<file path="config.mk">
export PLATFORM = sky130hd
export DESIGN_NAME = spi_host_master
export DESIGN_NICKNAME = d
export VERILOG_FILES = /design/src/rtl/spi_host_master.sv
export SDC_FILE = /design/constraint.sdc
export NUM_CORES = 1
export LEC_CHECK = 0
export ABC_AREA = 1
export BUFFER_PORTS_ARGS = -buffer_cell sky130_fd_sc_hd__buf_2
export CAP_MARGIN = 30
export CORE_MARGIN = 3
export CORE_UTILIZATION = 40
export DETAILED_ROUTE_END_ITERATION = 8
export PLACE_DENSITY = 0.59
export SETUP_SLACK_MARGIN = 0.15
export SYNTH_ARGS = -nofsm -noshare
export SYNTH_HDL_FRONTEND = slang
export SYNTH_SLANG_ARGS = --single-unit
</file>
<file path="constraint.sdc">
create_clock -name i_clk -period 2.16 [get_ports i_clk]
set_input_delay 0.216 -clock i_clk [delete_from_list [all_inputs] [get_ports i_clk]]
set_output_delay 0.216 -clock i_clk [all_outputs]
set_load 0.02 [all_outputs]
</file>
<file path="src/rtl/spi_host_master.sv">
// SPI initiator, mode 0, MSB first. Turns one read/write request into a
// CMD + ADDR + (DATA | DUMMY + read data) frame and returns the read word.
module spi_host_master #(
  parameter int          CLK_DIV        = 4,
  parameter int          DUMMY_BITS     = 8,
  parameter int          CS_IDLE_CYCLES = 4,
  parameter logic [7:0]  CMD_WR         = 8'h02,
  parameter logic [7:0]  CMD_RD         = 8'h03
) (
  input  logic        i_clk,
  input  logic        i_rst_n,
  input  logic        i_req_valid,
  output logic        o_req_ready,
  input  logic        i_req_wr,
  input  logic [31:0] i_req_addr,
  input  logic [31:0] i_req_wdata,
  output logic        o_rsp_valid,
  output logic [31:0] o_rsp_rdata,
  output logic        o_busy,
  output logic        o_sclk,
  output logic        o_cs_n,
  output logic        o_mosi,
  input  logic        i_miso
);

  localparam int N_WR  = 72;
  localparam int N_RD  = 72 + DUMMY_BITS;
  localparam int BIT_W = $clog2(N_RD + 1);
  localparam int DIV_W = $clog2(CLK_DIV + 1);
  localparam int GAP_W = (CS_IDLE_CYCLES > 1) ? $clog2(CS_IDLE_CYCLES + 1) : 1;

  localparam logic [DIV_W-1:0] DIV_LAST = DIV_W'(CLK_DIV - 1);
  localparam logic [GAP_W-1:0] GAP_LAST = GAP_W'((CS_IDLE_CYCLES > 0) ? CS_IDLE_CYCLES - 1 : 0);

  typedef enum logic [1:0] {
    S_IDLE,
    S_SHIFT,
    S_HOLD,
    S_GAP
  } state_t;

  state_t            state;
  logic [DIV_W-1:0]  div_cnt;
  logic [BIT_W-1:0]  bit_cnt;
  logic [GAP_W-1:0]  gap_cnt;
  logic [71:0]       tx_sr;
  logic [31:0]       rx_sr;
  logic              is_wr;
  logic [71:0]       frame_in;
  logic [BIT_W-1:0]  last_bit;

  // Read frames carry zeros where write data would be; the dummy and
  // read-data bits then fall out of the zero-filled shift register.
  assign frame_in = {(i_req_wr ? CMD_WR : CMD_RD), i_req_addr,
                     (i_req_wr ? i_req_wdata : 32'h0)};
  assign last_bit = is_wr ? BIT_W'(N_WR - 1) : BIT_W'(N_RD - 1);

  // NOTE: every register here is updated with <= so all reads in this block
  // see the pre-edge value regardless of statement order.
  always_ff @(posedge i_clk or negedge i_rst_n) begin
    if (!i_rst_n) begin
      state       <= S_IDLE;
      div_cnt     <= '0;
      bit_cnt     <= '0;
      gap_cnt     <= '0;
      tx_sr       <= '0;
      rx_sr       <= '0;
      is_wr       <= 1'b0;
      o_req_ready <= 1'b1;
      o_rsp_valid <= 1'b0;
      o_rsp_rdata <= '0;
      o_busy      <= 1'b0;
      o_sclk      <= 1'b0;
      o_cs_n      <= 1'b1;
      o_mosi      <= 1'b0;
    end else begin
      o_rsp_valid <= 1'b0;
      case (state)
        S_IDLE: begin
          if (i_req_valid) begin
            state       <= S_SHIFT;
            o_req_ready <= 1'b0;
            o_busy      <= 1'b1;
            o_cs_n      <= 1'b0;
            is_wr       <= i_req_wr;
            o_mosi      <= frame_in[71];
            tx_sr       <= {frame_in[70:0], 1'b0};
            div_cnt     <= '0;
            bit_cnt     <= '0;
          end
        end

        S_SHIFT: begin
          if (div_cnt == DIV_LAST) begin
            div_cnt <= '0;
            if (!o_sclk) begin
              // Rising sclk edge: the target's bit is sampled here.
              o_sclk <= 1'b1;
              rx_sr  <= {rx_sr[30:0], i_miso};
            end else begin
              o_sclk <= 1'b0;
              if (bit_cnt == last_bit) begin
                state  <= S_HOLD;
                o_mosi <= 1'b0;
              end else begin
                bit_cnt <= bit_cnt + BIT_W'(1);
                o_mosi  <= tx_sr[71];
                tx_sr   <= {tx_sr[70:0], 1'b0};
              end
            end
          end else begin
            div_cnt <= div_cnt + DIV_W'(1);
          end
        end

        S_HOLD: begin
          if (div_cnt == DIV_LAST) begin
            div_cnt     <= '0;
            o_cs_n      <= 1'b1;
            o_rsp_valid <= 1'b1;
            o_rsp_rdata <= is_wr ? 32'h0 : rx_sr;
            gap_cnt     <= '0;
            if (CS_IDLE_CYCLES == 0) begin
              state       <= S_IDLE;
              o_req_ready <= 1'b1;
              o_busy      <= 1'b0;
            end else begin
              state <= S_GAP;
            end
          end else begin
            div_cnt <= div_cnt + DIV_W'(1);
          end
        end

        S_GAP: begin
          if (gap_cnt == GAP_LAST) begin
            state       <= S_IDLE;
            o_req_ready <= 1'b1;
            o_busy      <= 1'b0;
          end else begin
            gap_cnt <= gap_cnt + GAP_W'(1);
          end
        end

        default: state <= S_IDLE;
      endcase
    end
  end

endmodule

</file>
==> run summary, run 1 <==
The run finished with clean final reports. 0 antenna diodes ended up in the layout. Cell at the root of the clock tree: clkbuf_16.

The layout overhead on the synthesized area is 18.4%, and the critical path data arrival time is 2.19 ns. In this run the static leakage power is 4.70 nW. For this run, the leading register cell type out of synthesis is dfrtp_1. TritonCTS created 17 clock buffers.

The logs give 40.9% for the starting density of the core and 0 for the number of nets still failing antenna checks after routing. The run gives 0 as the number of hold violations in the final report. The routed design has 16400 um of wire.

The sequential cell area fraction in the yosys report is 53.3%, and the clock period minus final worst setup slack is 1.83 ns. After the last flow step, the layout net total stands at 1099. Sorting the synthesized cells by how often they occur yields nand2_1, dfrtp_1, nand3_1. On the final layout, the worst clock skew is 0.00860 ns.

Clock-pin slew was measured on the worst setup and hold paths at 0.07 ns. The number of core rows was 49; the number of nets in the synthesized netlist was 1016. The type of element capturing the critical path was a flip-flop. The synthesized netlist occupies a cell area of 7380 um^2.

The mean routed wirelength per cell was 13.0 um. Launching element type of the critical path: a flip-flop. For the pin with the worst max-slew slack, the measured transition is 0.623 ns. The worst-case headroom to the max-slew limit was 58.5%.

Yosys mapped the design onto 27 distinct sky130hd cell types. The length of the first detailed-routing pass in iterations was 5; the accumulated negative setup slack was 0 ns. In this run the power spent charging and discharging nets is 4.45 mW. Final hold analysis gives a worst-case slack of 0.0495 ns.

The areal power density over the cells was 1260 nW/um^2; the total number of vias was 6134. Clock latency on the worst-skew pair, taken at its later pin, is 0.43 ns. Of all cell types, the one taking the most synthesized area is dfrtp_1.

Number of antenna violations at the first check in global routing: 0. Of the cells placed in the final design, the portion with a size suffix greater than 1 is 16.2%. The core footprint was 18000 um^2. The instance count of the mapped netlist came out at 938. The data required time of the worst path was 2.52 ns. The H-tree generated during clock tree synthesis spans 4 levels.

Utilization after layout: 48.5%. The number of sinks handled by clock tree synthesis was 157. The share of the synthesized area in the top cell type is 52.6%. The worst-case IR drop observed on VDD is 0.00117 V. Setup repair after global routing left no endpoint under its margin.

Using the TritonRoute via totals, the vias-per-cell ratio works out to 4.86. Global routing finished with a remaining overflow of 0. In this run the tool buffered the top-level ports with 106 buffer cells. The worst setup path is of the flip-flop to flip-flop kind. Counting flops with a built-in enable in the synthesized netlist gives 0. The run gives 5753 as the via count of the first global-routing pass. The die boundary height came out at 142 um. In this run the worst path has a maximum fanout of 54. The number of standard cells in the final layout excluding fillers was 1263. The sequential share of power was 37.1%; the total global routing track utilization was 17.1%. The die outline width was 142 um. Share of total power in combinational logic: 36.5%. Final worst-path cycle share: 84.7%. Pin placement for this block handled 107 I/O pins. Ranked by total cell area, the synthesized netlist is headed by dfrtp_1, nand2_1, nand3_1, o31ai_1, o21ai_0.

The run gives 0 as the detailed-route DRC error count. The floorplan step defined a die boundary enclosing 20100 um^2. TritonCTS built the clock tree. The library cell with the highest instance count after synthesis is nand2_1. During synthesis, Yosys emitted a total of 0 warnings.

The longest clock path from root to sink contains 2 buffers. In this run switching power makes up 40.4% of total power. For flop-to-flop paths, the worst setup slack is 0.33 ns. For this run, the top clock speed supported by timing is 546 MHz. The post-synthesis average cell area is 7.87 um^2, and the total of flip-flops plus latches after synthesis is 157.

Of all flip-flops after synthesis, the portion carrying an async set or reset was 100%. The logs give 1230 for the number of placed cells counting well taps and 0.780 for the final weighted congestion in routability-driven placement. Entering global routing, the biggest net connects 71 pins. The tools report the violation count after the first detailed-route iteration as 383. After legalization and detailed placement, the total HPWL measured 9940 um. The total of max-cap violations was 0; the final setup violation count was 0. Clock network power share: 26.3%. The tools report the first-pass GRT wire length as 28300 um. The type of the worst min-delay path was primary input to flip-flop. The count of pins over their slew limit is 0, and the internal power consumption is 6.57 mW.
-- cell type report --
class | instances | area (um^2)
Sequential cell | 157 | 3930
Tap cell | 229 | 287
Inverter | 56 | 213
Clock inverter | 15 | 146
Fill cell | 1791 | 9290
Multi-Input combinational cell | 665 | 2980
Clock buffer | 17 | 425
Timing Repair Buffer | 124 | 757
-- timing repair --
item                                    4_1_cts  5_1_grt
endpoints found under the setup margin        0       84
hold buffers                                  1        0
gates resized for setup                       0        5
buffers inserted                              0        0
hold endpoints to repair                     50        0
-- power groups by stage --
| stage | Combinational [mW] | Clock, mW | Sequential (mW) |
|---|---|---|---|
| after floorplan | 2.98 | 0 | 4.13 |
| after global placement | 4.03 | 0 | 4.12 |
| after CTS | 4.10 | 2.99 | 4.09 |
| final | 4.03 | 2.90 | 4.09 |
| after detailed placement | 4.08 | 0 | 4.13 |
| after global routing | 4.67 | 3.13 | 4.18 |
-- flip-flops by register name (all words and copies together) (netlist names), 2 cells and up --
register     flops
bit_cnt          7
div_cnt          3
gap_cnt          3
o_rsp_rdata     32
rx_sr           32
state            2
tx_sr           71
-- metrics by stage --
| stage | total power, mW | setup WS (ns) | area, um^2 |
|---|---|---|---|
| final | 11.0 | 0.329 | 8740 |
| after floorplan | 7.11 | 0.403 | 7380 |
| after global placement | 8.15 | 0.259 | 8150 |
| after CTS | 11.2 | 0.196 | 8730 |
| after global routing | 12.0 | 0.197 | 8740 |
| after detailed placement | 8.21 | 0.205 | 8150 |
-- routing by layer --
layer / routed length (um) / up-vias / global-route usage (%)
li1: - / 3153 / -
met1: 7940 / 2866 / 24.1
met2: 7630 / 93 / 26.6
met3: 515 / 22 / 3.20
met4: 289 / 0 / 5.96
met5: 0 / - / 0
-- kinds of logic after synthesis --
family / count (synthesis) / synth area share, %
DFF: 157 / 53.3
adders and majority gates: 9 / 1.53
AOI/OAI and AO/OA: 78 / 6.41
and+or+nand+nor: 578 / 32.3
buffers and inverters: 116 / 6.53
-- cell usage in the layout, fill, tap and decap left out, types with 2 or more instances in the layout --
master      count
or2_2           2
buf_2         105
buf_6           3
nor2_1         17
inv_8           4
nand2_1       423
a21oi_1         4
dfstp_2         2
o31ai_1        29
clkinvlp_4      2
o21ai_0        41
nand3_1       119
nor2_2          2
clkbuf_16      17
clkinv_4        2
inv_1          54
ha_1            8
nand4_1         5
buf_4           9
dfrtp_1       155
inv_6           6
buf_12          6
nand3b_1        6
-- worst max-delay path, stage by stage, from the launching register on --
cell     delay (ns)
dfrtp_1        0.41
inv_1          0.10
ha_1           0.28
nand2_1        0.11
o21ai_1        0.12
nor2_4         0.21
buf_12         0.27
nand3_1        0.12
nand2_1        0.11
-- worst paths after layout --
path,start,to,depth (start not counted)
hold reg to reg,tx_sr[65]$_DFFE_PN0P_,tx_sr[65]$_DFFE_PN0P_,2
min in group asynchronous,i_rst_n,gap_cnt[0]$_DFFE_PN0P_,2
setup reg to reg,state[0]$_DFFE_PN0P_,tx_sr[21]$_DFFE_PN0P_,8
hold / removal,i_miso,rx_sr[0]$_DFFE_PN0P_,3
setup / recovery,state[0]$_DFFE_PN0P_,tx_sr[21]$_DFFE_PN0P_,8
max in group asynchronous,i_rst_n,bit_cnt[0]$_DFFE_PN0P_,3
(Power assumes the default switching activity.)
==> inputs of run 2 (changes only) <==
PLACE_DENSITY = 0.61   (was 0.59)
clock period = 1.6 ns   (was 2.16 ns; I/O delays follow)
==> run summary, run 2 (synthesis gave the netlist of run 1 again) <==
Setup repair after global routing could not meet its margin everywhere. The tools report the type of element capturing the critical path as a flip-flop. The leakage component of the power is 5.21 nW, and the count of pins over their slew limit is 0. For this run, the slowest stage of the critical path takes 0.39 ns.

The register with the most flip-flops in the layout has 71 of them. The die outline width came out at 142 um. Most common cell after layout, fill and taps aside: nand2_1. Once detailed placement completed, the half-perimeter wirelength came to 10600 um. After detailed routing, the total wire length is 18700 um.

The run gives 1312 as the number of standard cells in the final layout excluding fillers. The tools report the launching element type of the critical path as a flip-flop. The largest registers in the layout are tx_sr (71), o_rsp_rdata (32), rx_sr (32). After detailed routing, the average wire length per cell comes to 14.2 um. The tools report the number of hold violations in the final report as 0. After layout, the worst path uses 99.9% of the clock period. The tools report the first-pass GRT wire length as 29100 um. For the number of sinks handled by clock tree synthesis, the log shows 157. The run finished with clean final reports.

The number of antenna diodes is 0. For the worst setup path, the data arrival time is 1.97 ns. The tools report the maximum number of pins on one net before global-route repair as 73. Ranked by flip-flop count, first place goes to tx_sr. Row generation in the floorplan step produced 49 rows. In this run the standard cell core region covers 18000 um^2. The worst setup slack after placement was 0.00522 ns; the layout cell share with drive strength beyond 1 was 28.6%.

Counting buffers and inverters, the worst setup path is 8 cells deep. TritonCTS built the clock tree. The maximum fanout encountered on the critical timing path is 16. Between clock sinks in the finished design, the worst skew comes to 0.0179 ns. Once the floorplan was initialized, standard cells occupied 40.9% of the core. The number of antenna violations at the first check in global routing was 0; the clock edge transition at the registers on the reported setup and hold paths was 0.06 ns.

The die is 142 um tall. After detailed routing, the number of remaining DRC violations is 0. The number of placed instances, taps included, is 1248. The tools report the total congestion overflow after global routing as 0.

Measured in cells, the most critical reg-to-reg path has a length of 8. In this run the deepest clock path goes through 2 buffers. The tools report the via count of the first global-routing pass as 5932.

The tools report the cell at the root of the clock tree as clkbuf_16. The violation count after the first detailed-route iteration is 453, and the worst-case hold slack is 0.00855 ns. The actual transition at the worst max-transition pin works out to 0.455 ns. Walking the worst path, the cells encountered are inv_2, ha_4, buf_4, nand4_4, nand2_8, clkbuf_16, nand2_1, nand2_1.

The congestion estimate from routability-driven global placement came to 0.793. For the worst setup path, the data required time is 1.97 ns. Across all register-to-register paths, the minimum setup slack is 0.001 ns. The count of nets left with antenna violations once routing finished came out at 0. Fmax: 625 MHz.

The tightest min-delay check is of the primary input to flip-flop type. Buffers placed on the I/O ports in this run total 106. The run gives 17.7% as the total global routing track utilization.

The clock latency on the worst-skew pair is 0.43 ns. The top cell types in the final layout, fill and taps aside, are nand2_1, dfrtp_1, buf_2. The worst path needs 1.60 ns of the cycle, external delays included.

In this run the count of I/O pins placed on the die edge is 107. The instance count along the most critical hold path came out at 3. The die covers 20100 um^2.

Together, buffers and inverters on the worst path number 3. Among all stages on the critical path, the largest delay is contributed by dfrtp_1. From synthesis to final layout, the design area changed by 36.0%. Headroom to the max-slew limit came out at 69.7%.

For this design the ratio of total power to cell area is 1790 nW/um^2. IR analysis of the VDD net gives a maximum drop of 0.000913 V. The detailed router placed 6507 vias in this run. The via density per instance works out to 4.96. The run gives 17 as the number of buffers inserted during clock tree synthesis. In the final design database the tool counted 1148 nets.

The most used cell along the critical path was nand2_1. The length of the first detailed-routing pass in iterations was 5. Top cell family by delay on the critical path: simple AND/OR/NAND/NOR gates. CTS built an H-tree with a depth of 4. Final setup violation count: 0. For the total of max-cap violations, the log shows 0. The critical path in this run is classified as flip-flop to flip-flop. Across all setup checks in the final design, the least slack found is 0.00105 ns.
-- run 2: changes by cell type in the layout (fill, tap and decap cells not counted), moves of 9 or more --
cell and change:
buf_4 +18, o21ai_0 -26, o31ai_2 +18, nand3_1 -24, nand2_2 +29, nand3_2 +24, buf_12 +9, clkbuf_16 +9
o31ai_1 -20, nand2_1 -33, o21ai_1 +22
-- run 2: per-stage QoR --
step	utilization, %	instance area, um^2	power [mW]	TNS [ns]
6_report	55.7	10000	18.0	0
3_5_place_dp	47.6	8580	11.8	0
5_1_grt	55.7	10000	19.2	-4.32
2_1_floorplan	-	7630	10.0	0
4_1_cts	52.5	9470	16.7	0
3_3_place_gp	47.6	8580	11.7	0
-- run 2: tightest hold or removal path: stages --
cell     delay, ns
buf_2         0.10
inv_1         0.06
o21ai_1       0.07
-- run 2: cell type report --
class | instances | area (um^2)
Inverter | 56 | 218
Multi-Input combinational cell | 665 | 3450
Clock inverter | 12 | 161
Timing Repair Buffer | 173 | 1540
Sequential cell | 157 | 3930
Fill cell | 1658 | 7990
Clock buffer | 20 | 447
Tap cell | 229 | 287
-- run 2: timing repair --
action,in CTS,in global routing
hold buffers,1,0
pin swaps,0,9
setup buffers,8,7
endpoints found under the setup margin,113,148
cloned,3,13
hold endpoints to repair,36,0
gates resized for setup,28,93
-- run 2: power breakdown --
group          switching [mW]  internal (mW)  total, mW
logic                    4.65           3.52       8.17
clock network            1.67           2.51       4.18
registers               0.601           5.00       5.60
total                    6.92           11.0       18.0
-- run 2: metal layers --
layer  track usage (%)  up-vias  wire length (um)  share of wire [%]
li1                  -     3264                 -                  -
met1              24.6     3113              8760                 47
met2              27.8      120              9010                 48
met3              4.21       10               679                3.6
met4              5.15        0               195                1.0
met5                 0        -                 0                  0
-- run 2: path summary, 6_finish.rpt --
check                                       from               endpoint
hold reg to reg            tx_sr[20]$_DFFE_PN0P_  tx_sr[20]$_DFFE_PN0P_
min in group asynchronous                i_rst_n  tx_sr[48]$_DFFE_PN0P_
hold / removal                            i_miso   rx_sr[0]$_DFFE_PN0P_
max in group asynchronous                i_rst_n  rx_sr[16]$_DFFE_PN0P_
setup / recovery            state[1]$_DFFE_PN0P_   tx_sr[5]$_DFFE_PN0P_
setup reg to reg            state[1]$_DFFE_PN0P_   tx_sr[5]$_DFFE_PN0P_
